===== src/rtl/noc_pkg.sv =====
`default_nettype none
// ============================================================================
// Module      : noc_pkg
// Description : Constants shared between the network-interface packetizer
//               and the router: flit id codes, header field positions,
//               default widths and the packetizer FSM state type.
// Revision    : 1.0 - initial release
// ============================================================================
package noc_pkg;

    // Default widths for the NoC datapath
    localparam int DEF_DATA_WIDTH = 32;
    localparam int DEF_AXIS       = 4;
    localparam int DEF_LEN_W      = 12;

    // Flit id field: [31:29]
    localparam int ID_W   = 3;
    localparam int ID_LSB = 29;

    // Header fields: len [28:17], dst [16:13], src [12:9], [8:0] zero
    localparam int LEN_LSB = 17;
    localparam int DST_LSB = 13;
    localparam int SRC_LSB = 9;

    // Body/tail flits carry payload in every bit below the id field
    localparam int PL_W = ID_LSB;

    typedef logic [ID_W-1:0] flit_id_t;

    localparam flit_id_t FLIT_HDR  = 3'b001;
    localparam flit_id_t FLIT_BODY = 3'b010;
    localparam flit_id_t FLIT_TAIL = 3'b100;

    typedef enum logic [1:0] {
        ST_IDLE    = 2'd0,
        ST_HDR     = 2'd1,
        ST_PAYLOAD = 2'd2
    } tx_state_t;

    // Payload flits are body flits except the final one of the packet
    function automatic flit_id_t payload_id(input logic last_word);
        return last_word ? FLIT_TAIL : FLIT_BODY;
    endfunction

endpackage
`default_nettype wire


===== src/rtl/ni_packet_tx_if.sv =====
`default_nettype none
// ============================================================================
// Module      : ni_packet_tx_if
// Description : Bundle of the packetizer's core-side descriptor/payload
//               handshakes and router-side flit port (L_RX/L_DRTS/L_CTS).
//   master : the packetizer (accepts descriptors/payload, drives flits)
//   slave  : the environment (core + router)
//   Signals: cur_addr, req_valid/req_ready/req_dst/req_len,
//            pl_valid/pl_ready/pl_data, TX/RTS/DCTS, busy, pkt_done, err_len
// Revision    : 1.0 - initial release
// ============================================================================
interface ni_packet_tx_if
    import noc_pkg::*;
#(
    parameter int DATA_WIDTH = DEF_DATA_WIDTH,
    parameter int AXIS       = DEF_AXIS,
    parameter int LEN_W      = DEF_LEN_W
);

    logic [AXIS-1:0]       cur_addr;

    logic                  req_valid;
    logic                  req_ready;
    logic [AXIS-1:0]       req_dst;
    logic [LEN_W-1:0]      req_len;

    logic                  pl_valid;
    logic                  pl_ready;
    logic [PL_W-1:0]       pl_data;

    logic [DATA_WIDTH-1:0] TX;
    logic                  RTS;
    logic                  DCTS;

    logic                  busy;
    logic                  pkt_done;
    logic                  err_len;

    modport master (
        input  cur_addr,
        input  req_valid, req_dst, req_len,
        output req_ready,
        input  pl_valid, pl_data,
        output pl_ready,
        output TX, RTS,
        input  DCTS,
        output busy, pkt_done, err_len
    );

    modport slave (
        output cur_addr,
        output req_valid, req_dst, req_len,
        input  req_ready,
        output pl_valid, pl_data,
        input  pl_ready,
        input  TX, RTS,
        output DCTS,
        input  busy, pkt_done, err_len
    );

endinterface
`default_nettype wire


===== src/rtl/ni_packet_tx.sv =====
`default_nettype none
// ============================================================================
// Module      : ni_packet_tx
// Description : Network-interface packetizer. Accepts a (dst, len)
//               descriptor, then emits a header flit followed by len-1
//               payload flits (last one tagged tail) into a router's local
//               input port. Each flit is a single-cycle RTS strobe and
//               strobes are always separated by at least one idle cycle so
//               the router's CTS can reflect FIFO-full in time.
//   clk  : clock
//   rst  : asynchronous active-high reset
//   bus  : ni_packet_tx_if.master (descriptor, payload, flit port, status)
// Revision    : 1.0 - initial release
// ============================================================================
module ni_packet_tx
    import noc_pkg::*;
#(
    parameter int DATA_WIDTH = DEF_DATA_WIDTH,
    parameter int AXIS       = DEF_AXIS,
    parameter int LEN_W      = DEF_LEN_W
) (
    input wire              clk,
    input wire              rst,
    ni_packet_tx_if.master  bus
);

    localparam logic [LEN_W-1:0] LEN_ONE = LEN_W'(1);
    localparam logic [LEN_W-1:0] LEN_MIN = LEN_W'(2);

    tx_state_t             state_q,    state_d;
    logic [LEN_W-1:0]      len_q,      len_d;
    logic [AXIS-1:0]       dst_q,      dst_d;
    logic [LEN_W-1:0]      remain_q,   remain_d;
    logic [DATA_WIDTH-1:0] tx_q,       tx_d;
    logic                  rts_q,      rts_d;
    logic                  done_q,     done_d;
    logic                  err_q,      err_d;
    logic                  busy_q,     busy_d;

    logic                  pl_ready;
    logic                  last_word;
    logic [DATA_WIDTH-1:0] hdr_flit;
    logic [DATA_WIDTH-1:0] pl_flit;

    // The strobe gap is enforced here as well as for the header: a flit may
    // only be issued in a cycle where RTS is low.
    assign pl_ready  = (state_q == ST_PAYLOAD) && bus.DCTS && !rts_q;
    assign last_word = (remain_q == LEN_ONE);

    // Flit assembly
    always_comb begin
        hdr_flit = '0;
        hdr_flit[ID_LSB  +: ID_W]  = FLIT_HDR;
        hdr_flit[LEN_LSB +: LEN_W] = len_q;
        hdr_flit[DST_LSB +: AXIS]  = dst_q;
        hdr_flit[SRC_LSB +: AXIS]  = bus.cur_addr;

        pl_flit = '0;
        pl_flit[ID_LSB +: ID_W] = payload_id(last_word);
        pl_flit[PL_W-1:0]       = bus.pl_data;
    end

    // Next-state and registered-output logic
    always_comb begin
        state_d  = state_q;
        len_d    = len_q;
        dst_d    = dst_q;
        remain_d = remain_q;
        tx_d     = tx_q;
        rts_d    = 1'b0;
        done_d   = 1'b0;
        err_d    = 1'b0;

        case (state_q)
            ST_IDLE: begin
                if (bus.req_valid) begin
                    if (bus.req_len >= LEN_MIN) begin
                        len_d    = bus.req_len;
                        dst_d    = bus.req_dst;
                        remain_d = bus.req_len - LEN_ONE;
                        state_d  = ST_HDR;
                    end else begin
                        err_d = 1'b1;
                    end
                end
            end

            ST_HDR: begin
                if (bus.DCTS && !rts_q) begin
                    tx_d    = hdr_flit;
                    rts_d   = 1'b1;
                    state_d = ST_PAYLOAD;
                end
            end

            ST_PAYLOAD: begin
                if (bus.pl_valid && pl_ready) begin
                    tx_d     = pl_flit;
                    rts_d    = 1'b1;
                    // remain_q is at least 1 here, so this never wraps
                    remain_d = remain_q - LEN_ONE;
                    if (last_word) begin
                        done_d  = 1'b1;
                        state_d = ST_IDLE;
                    end
                end
            end

            default: begin
                state_d = ST_IDLE;
            end
        endcase

        // Registered form of (state != IDLE) || RTS
        busy_d = (state_d != ST_IDLE) || rts_d;
    end

    always_ff @(posedge clk or posedge rst) begin
        if (rst) begin
            state_q  <= ST_IDLE;
            len_q    <= '0;
            dst_q    <= '0;
            remain_q <= '0;
            tx_q     <= '0;
            rts_q    <= 1'b0;
            done_q   <= 1'b0;
            err_q    <= 1'b0;
            busy_q   <= 1'b0;
        end else begin
            state_q  <= state_d;
            len_q    <= len_d;
            dst_q    <= dst_d;
            remain_q <= remain_d;
            tx_q     <= tx_d;
            rts_q    <= rts_d;
            done_q   <= done_d;
            err_q    <= err_d;
            busy_q   <= busy_d;
        end
    end

    assign bus.req_ready = (state_q == ST_IDLE);
    assign bus.pl_ready  = pl_ready;
    assign bus.TX        = tx_q;
    assign bus.RTS       = rts_q;
    assign bus.busy      = busy_q;
    assign bus.pkt_done  = done_q;
    assign bus.err_len   = err_q;

endmodule
`default_nettype wire


===== src/flat_wrapper.sv =====
// flat-port wrapper written by rule: the top's interface ports become plain ports
module ni_packet_tx_flat import noc_pkg::*;
#(
    parameter int DATA_WIDTH = DEF_DATA_WIDTH,
    parameter int AXIS       = DEF_AXIS,
    parameter int LEN_W      = DEF_LEN_W
)
  (clk, rst, bus_cur_addr, bus_req_valid, bus_req_dst, bus_req_len, bus_req_ready, bus_pl_valid, bus_pl_data, bus_pl_ready, bus_TX, bus_RTS, bus_DCTS, bus_busy, bus_pkt_done, bus_err_len);
  ni_packet_tx_if #(.DATA_WIDTH(DATA_WIDTH), .AXIS(AXIS), .LEN_W(LEN_W)) bus_i ();
  input wire clk;
  input wire rst;
  input wire logic [$bits(bus_i.cur_addr)-1:0] bus_cur_addr;
  input wire logic [$bits(bus_i.req_valid)-1:0] bus_req_valid;
  input wire logic [$bits(bus_i.req_dst)-1:0] bus_req_dst;
  input wire logic [$bits(bus_i.req_len)-1:0] bus_req_len;
  output wire logic [$bits(bus_i.req_ready)-1:0] bus_req_ready;
  input wire logic [$bits(bus_i.pl_valid)-1:0] bus_pl_valid;
  input wire logic [$bits(bus_i.pl_data)-1:0] bus_pl_data;
  output wire logic [$bits(bus_i.pl_ready)-1:0] bus_pl_ready;
  output wire logic [$bits(bus_i.TX)-1:0] bus_TX;
  output wire logic [$bits(bus_i.RTS)-1:0] bus_RTS;
  input wire logic [$bits(bus_i.DCTS)-1:0] bus_DCTS;
  output wire logic [$bits(bus_i.busy)-1:0] bus_busy;
  output wire logic [$bits(bus_i.pkt_done)-1:0] bus_pkt_done;
  output wire logic [$bits(bus_i.err_len)-1:0] bus_err_len;
  assign bus_i.cur_addr = bus_cur_addr;
  assign bus_i.req_valid = bus_req_valid;
  assign bus_i.req_dst = bus_req_dst;
  assign bus_i.req_len = bus_req_len;
  assign bus_req_ready = bus_i.req_ready;
  assign bus_i.pl_valid = bus_pl_valid;
  assign bus_i.pl_data = bus_pl_data;
  assign bus_pl_ready = bus_i.pl_ready;
  assign bus_TX = bus_i.TX;
  assign bus_RTS = bus_i.RTS;
  assign bus_i.DCTS = bus_DCTS;
  assign bus_busy = bus_i.busy;
  assign bus_pkt_done = bus_i.pkt_done;
  assign bus_err_len = bus_i.err_len;
  ni_packet_tx #(.DATA_WIDTH(DATA_WIDTH), .AXIS(AXIS), .LEN_W(LEN_W)) u_core (.clk(clk), .rst(rst), .bus(bus_i));
endmodule

===== config.mk =====
export PLATFORM = sky130hd
export DESIGN_NAME = ni_packet_tx_flat
export DESIGN_NICKNAME = d
export VERILOG_FILES = /design/src/rtl/noc_pkg.sv /design/src/rtl/ni_packet_tx_if.sv /design/src/rtl/ni_packet_tx.sv /design/src/flat_wrapper.sv
export SDC_FILE = /design/constraint.sdc
export NUM_CORES = 1
export LEC_CHECK = 0
export ABC_CLOCK_PERIOD_IN_PS = 5210
export CAP_MARGIN = 20
export CORE_UTILIZATION = 52
export DETAILED_ROUTE_END_ITERATION = 7
export HOLD_SLACK_MARGIN = 0.08
export PLACE_DENSITY = 0.9
export SYNTH_ARGS = -nofsm -noshare
export SYNTH_HDL_FRONTEND = slang
export SYNTH_SLANG_ARGS = --single-unit
export TNS_END_PERCENT = 10

===== constraint.sdc =====
create_clock -name clk -period 5.21 [get_ports clk]
set_input_delay 1.563 -clock clk [delete_from_list [all_inputs] [get_ports clk]]
set_output_delay 1.563 -clock clk [all_outputs]
set_load 0.005 [all_outputs]

# Word level (Yosys, flattened, before mapping)
# Cells that the tools add are included.
dict set report word_totals {
  reg_bits 66
  latch_bits 0
  ramBits 0
  rom_bits 0
  in_bits 54
  wordCells 55
  memories 0
}
dict set report op_classes {
  add_sub_neg 2
  multipliers 0
  div 0
  magnitude_cmp 1
  eq_ne 7
  shift 0
  muxes 23
  bitwise 0
  n_reduce_logical 13
}
# cell count
set ops {}
lappend ops {{32-bit two-way mux} 2}
lappend ops {{32-bit one-hot mux with 2 select lines} 1}
lappend ops {{12-bit two-way mux} 3}
lappend ops {{12-bit one-hot mux with 2 select lines} 1}
lappend ops {{12-bit by 1-bit subtractor with 12-bit output, second input constant} 2}
lappend ops {{12-bit by 1-bit equality test with 1-bit output, second input constant} 1}
lappend ops {{12-bit by 2-bit >= comparator with 1-bit output, second input constant} 1}
lappend ops {{2-bit two-way mux} 5}
lappend ops {{1-bit two-way mux} 8}
lappend ops {{2-bit one-hot mux with 3 select lines} 1}
lappend ops {{3-bit AND reduction} 2}
lappend ops {{2-bit nonzero test} 3}
lappend ops {{1-bit logical AND} 4}
lappend ops {{2-bit by 1-bit inequality test with 1-bit output, second input constant} 2}
lappend ops {{2-bit inequality test, second input constant} 2}
lappend ops {{4-bit AND reduction} 1}
lappend ops {{3-bit two-way mux} 1}
lappend ops {{2-bit by 1-bit equality test with 1-bit output, second input constant} 1}
lappend ops {{2-bit equality test, second input constant} 1}
lappend ops {{2-bit logical NOT} 1}
lappend ops {{1-bit one-hot mux with 2 select lines} 1}
lappend ops {{1-bit logical NOT} 1}
lappend ops {{1-bit logical OR} 1}

# Longest topological paths before layout
dict set report logic_depth {
  ltp_word 8
  ltp_mapped 9
  mapped_depth_nobuf 7
}

# Least setup slack after synthesis
# No wires, ideal clock.
dict set report synth_path {
  path_type {input port to output port}
  from {input port bus_DCTS}
  to {output port bus_pl_ready}
  arrival_time_ps 1771
  required_ps 3647
  setup_slack_ps 1876
  cell_stages 2
  path_buffers 0
  path_cell_list {nand2b_1 -> nor2_1}
}
dict set report synth_between {
  elab_chain_len 2
}
# element line_no
set synth_lines {}
lappend synth_lines {{start, declared} flat_wrapper.sv:22} ;# input wire logic [$bits(bus_i.DCTS)-1:0] bus_DCTS;
lappend synth_lines {{1-bit logical AND (2 in series)} ni_packet_tx.sv:47} ;# assign pl_ready = (state_q == ST_PAYLOAD) && bus.DCTS && !rts_q;
lappend synth_lines {{end, declared} flat_wrapper.sv:19} ;# output wire logic [$bits(bus_i.pl_ready)-1:0] bus_pl_ready;
# No other way between the ends.

# Final worst setup path
# Ends and elaborated chain as after synthesis.

==> run_results.csv <==
group,metric,value,unit
floorplan,die_area,6744,um^2
sta,worst_slew_pin_slew,827.6,ps
flow_run,cap_viol_max_count,0,
power,power.switching,916.7,uW
yosys,ys_ff_latch,66,
clock_tree,postCtsSetupBuffers,0,
yosys,netlist_area,3338,um^2
sta,rsz0062_at_grt,"no",
worst_hold_path,hold_class,"register to register",
drt,drc,0,
clock_tree,clock_latency,360,ps
drt,drt_wl_total,8857,um
sta,clock.fmax,230.1,MHz
yosys,netlist_instances,326,
sta,skew,6.761,ps
clock_tree,cts_hold_buf,0,
floorplan,die_y,82.12,um
cells_and_area,diodes,0,
cells_and_area,nets,477,
drt,drtAntennaViolNets,0,
cells_and_area,layout-drive-gt1-share,10.00,%
yosys,synth_area_leaders,"dfrtp_1, mux2i_1, o21ai_0, mux2_2, nand2_1",
power,clkPwrFrac,21.5,%
clock_tree,htree_num_levels,3,
yosys,yosysTopAreaCell,"dfrtp_1",
power,p_leak,0.001891,uW
yosys,async_reset_ff_share,100.0,%
sta,finalCritPeriodShare,83.43,%
clock_tree,numCtsBuffers,9,
sta,fin_tns_setup,0,ps
global_route,grt_max_degree,55,
clock_tree,cts_buffer_depth,2,
setup_path,r2r_cells,6,
run_status,outcome,"completed",
floorplan,fp.dieW,82.12,um
sta,slew_headroom,44.75,%
drt,drt-initial-drc-count,154,
power,vdd_drop_max,0.5843,mV
yosys,ys.flop_type,"dfrtp_1",
yosys,synth_top_area_share,49.48,%
yosys,synth_edf_count,0,
global_route,grt_pass1_vias,2824,
setup_path,crit_path_start_kind,"input pin",
sta,final-hold-violation-count,0,
place,place_congestion,0.9380,
cells_and_area,final_cells,495,
place,dp_hpwl,6068,um
worst_hold_path,holdPathStages,2,
place,dpl.cell_count,478,
power,sw_frac_of_total,36.48,%
global_route,grt_util_all_layers,27.92,%
global_route,grt_pass1_wl,13630,um
clock_tree,root_buffer,"clkbuf_8",
global_route,antenna_found_initial,0,
drt,vias,2942,
clock_tree,cts.repair.resized,0,
yosys,synth_cell_types,47,
sta,post-route-min-period,4347,ps
power,combinationalPowerShare,43.4,%
setup_path,crit_path_max_fanout,5,
setup_path,setup.worst_path.class,"input pin to primary output",
setup_path,crit_required,3650,ps
floorplan,rows,28,
sta,maxSlewViolCount,0,
power,p_int,1596,uW
sta,setup_violations,0,
floorplan,ios,92,
yosys,yosys_warnings,0,
clock_tree,clock_sinks,66,
floorplan,core,6061,um^2
power,power_density,548.1,nW/um^2
yosys,seq_area_frac_synth,49.48,%
power,seqPwrFrac,35.0,%
yosys,avgSynthCellArea,10.24,um^2
place,port_buffers,91,
drt,first_pass_iters,5,
setup_path,crit_path_end_kind,"primary output",
yosys,syn_nets,388,
floorplan,start_util,55.08,%
drt,via_per_inst,5.943,
clock_tree,path_clk_slew,80,ps
clock_tree,cts_tree,"yes",
drt,wl_per_cell,17.89,um
setup_path,crit_arrival,2780,ps
cells_and_area,fin_area,4584,um^2
global_route,overflow,0,
place,placed_area,4313,um^2
cells_and_area,area_delta_synth_final,37.33,%
==> layer usage <==
layer,vias up,global-route usage [%],share of wire [%]
met3,28,9.231,7.4
met1,1400,34.12,40
met5,-,0,0
met2,147,44.46,49
li1,1367,-,-
met4,0,13.33,3.2
==> cells by family (layout without fill, tap and decap cells) <==
group | Yosys count | in the layout | share of synthesized area, %
fa+ha+maj | 8 | 8 | 2.999
buf+inv | 29 | 123 | 3.336
mux | 36 | 36 | 11.36
flops | 66 | 66 | 49.48
compound gates | 91 | 91 | 17.20
simple gates | 87 | 87 | 13.27
xor+xnor | 9 | 9 | 2.361
==> per-stage QoR <==
step	worst slack [ps]	hold WS [ps]	power, uW	util, %
finish	863.4	486.8	2513	75.64
global route	801.9	513.7	2679	75.64
CTS	863.5	488.4	2481	75.31
detailed placement	866.9	472.1	1933	71.16
global placement	880.8	461.0	1871	71.16
floorplan	1876	472.5	1495	-
==> final timing paths <==
path	startpoint	end	slack [ps]
max	bus_DCTS	bus_pl_ready	860
min	u_core.bus.TX[28]$_DFFE_PP0P_	u_core.bus.TX[28]$_DFFE_PP0P_	490
max reg2reg	u_core.state_q[0]$_DFF_PP0_	u_core.remain_q[0]$_DFFE_PP0P_	2880
min reg2reg	u_core.bus.TX[28]$_DFFE_PP0P_	u_core.bus.TX[28]$_DFFE_PP0P_	490
max in group asynchronous	rst	u_core.remain_q[0]$_DFFE_PP0P_	2660
min in group asynchronous	rst	u_core.bus.TX[1]$_DFFE_PP0P_	1680
==> worst max-delay path: stages <==
cell and delay (ps):
clkdlybuf4s50_1 490, nand2b_1 120, nor2_1 110, clkdlybuf4s50_1 500
==> cells in the final DEF, fill, tap and decap left out, types with 4 or more instances in the layout <==
cell             instances
nand4_1                  4
a21oi_1                 16
clkdlybuf4s50_1         91
clkbuf_8                10
o21ai_0                 36
a22o_1                  11
mux2_2                  15
ha_1                     7
nand3_1                  8
xor2_1                   7
nand2_1                 37
o22ai_1                  5
nor2_1                  14
nor3_1                   5
mux2i_1                 21
inv_1                   11
dfrtp_1                 66
==> area by class of cell <==
class	count	area, um^2
sequential	66	1652
fill	431	1476
clock buffer	10	137.6
tap	75	93.84
timing repair buffer	95	953.4
multi-input combinational	231	1589
clock inverter	6	113.9
inverter	12	45.04
==> cell usage after synthesis (all sizes together) (2+ instances only) <==
master and count:
dfrtp 66, nand2 37, o21ai 37, mux2i 21, a21oi 16, mux2 15
nor2 14, a22o 12, clkbuf 12, inv 12, ha 8, nand3 8
xor2 7, buf 5, nor3 5, o22ai 5, nand4 4, nor4 4
a31oi 3, nor3b 3, o211ai 3, o31ai 3, a21o 2, nand2b 2
nor2b 2, or4 2, xnor2 2
==> power groups by stage <==
stage	Sequential (uW)	Combinational [uW]	Clock (uW)
after floorplan	860	635	0
after global placement	868	1000	0
after CTS	874	1060	548
after global routing	904	1200	574
final	880	1090	541
after detailed placement	881	1050	0
==> registers in the layout (all words and copies together), names as in the netlist <==
signal and count:
u_core.bus.pkt_done 1, u_core.state_q 2, u_core.dst_q 4, u_core.bus.err_len 1, u_core.bus.RTS 1, u_core.bus.TX 32, u_core.len_q 12, u_core.remain_q 12
u_core.bus.busy 1
Power figures use the tool's default switching activity.
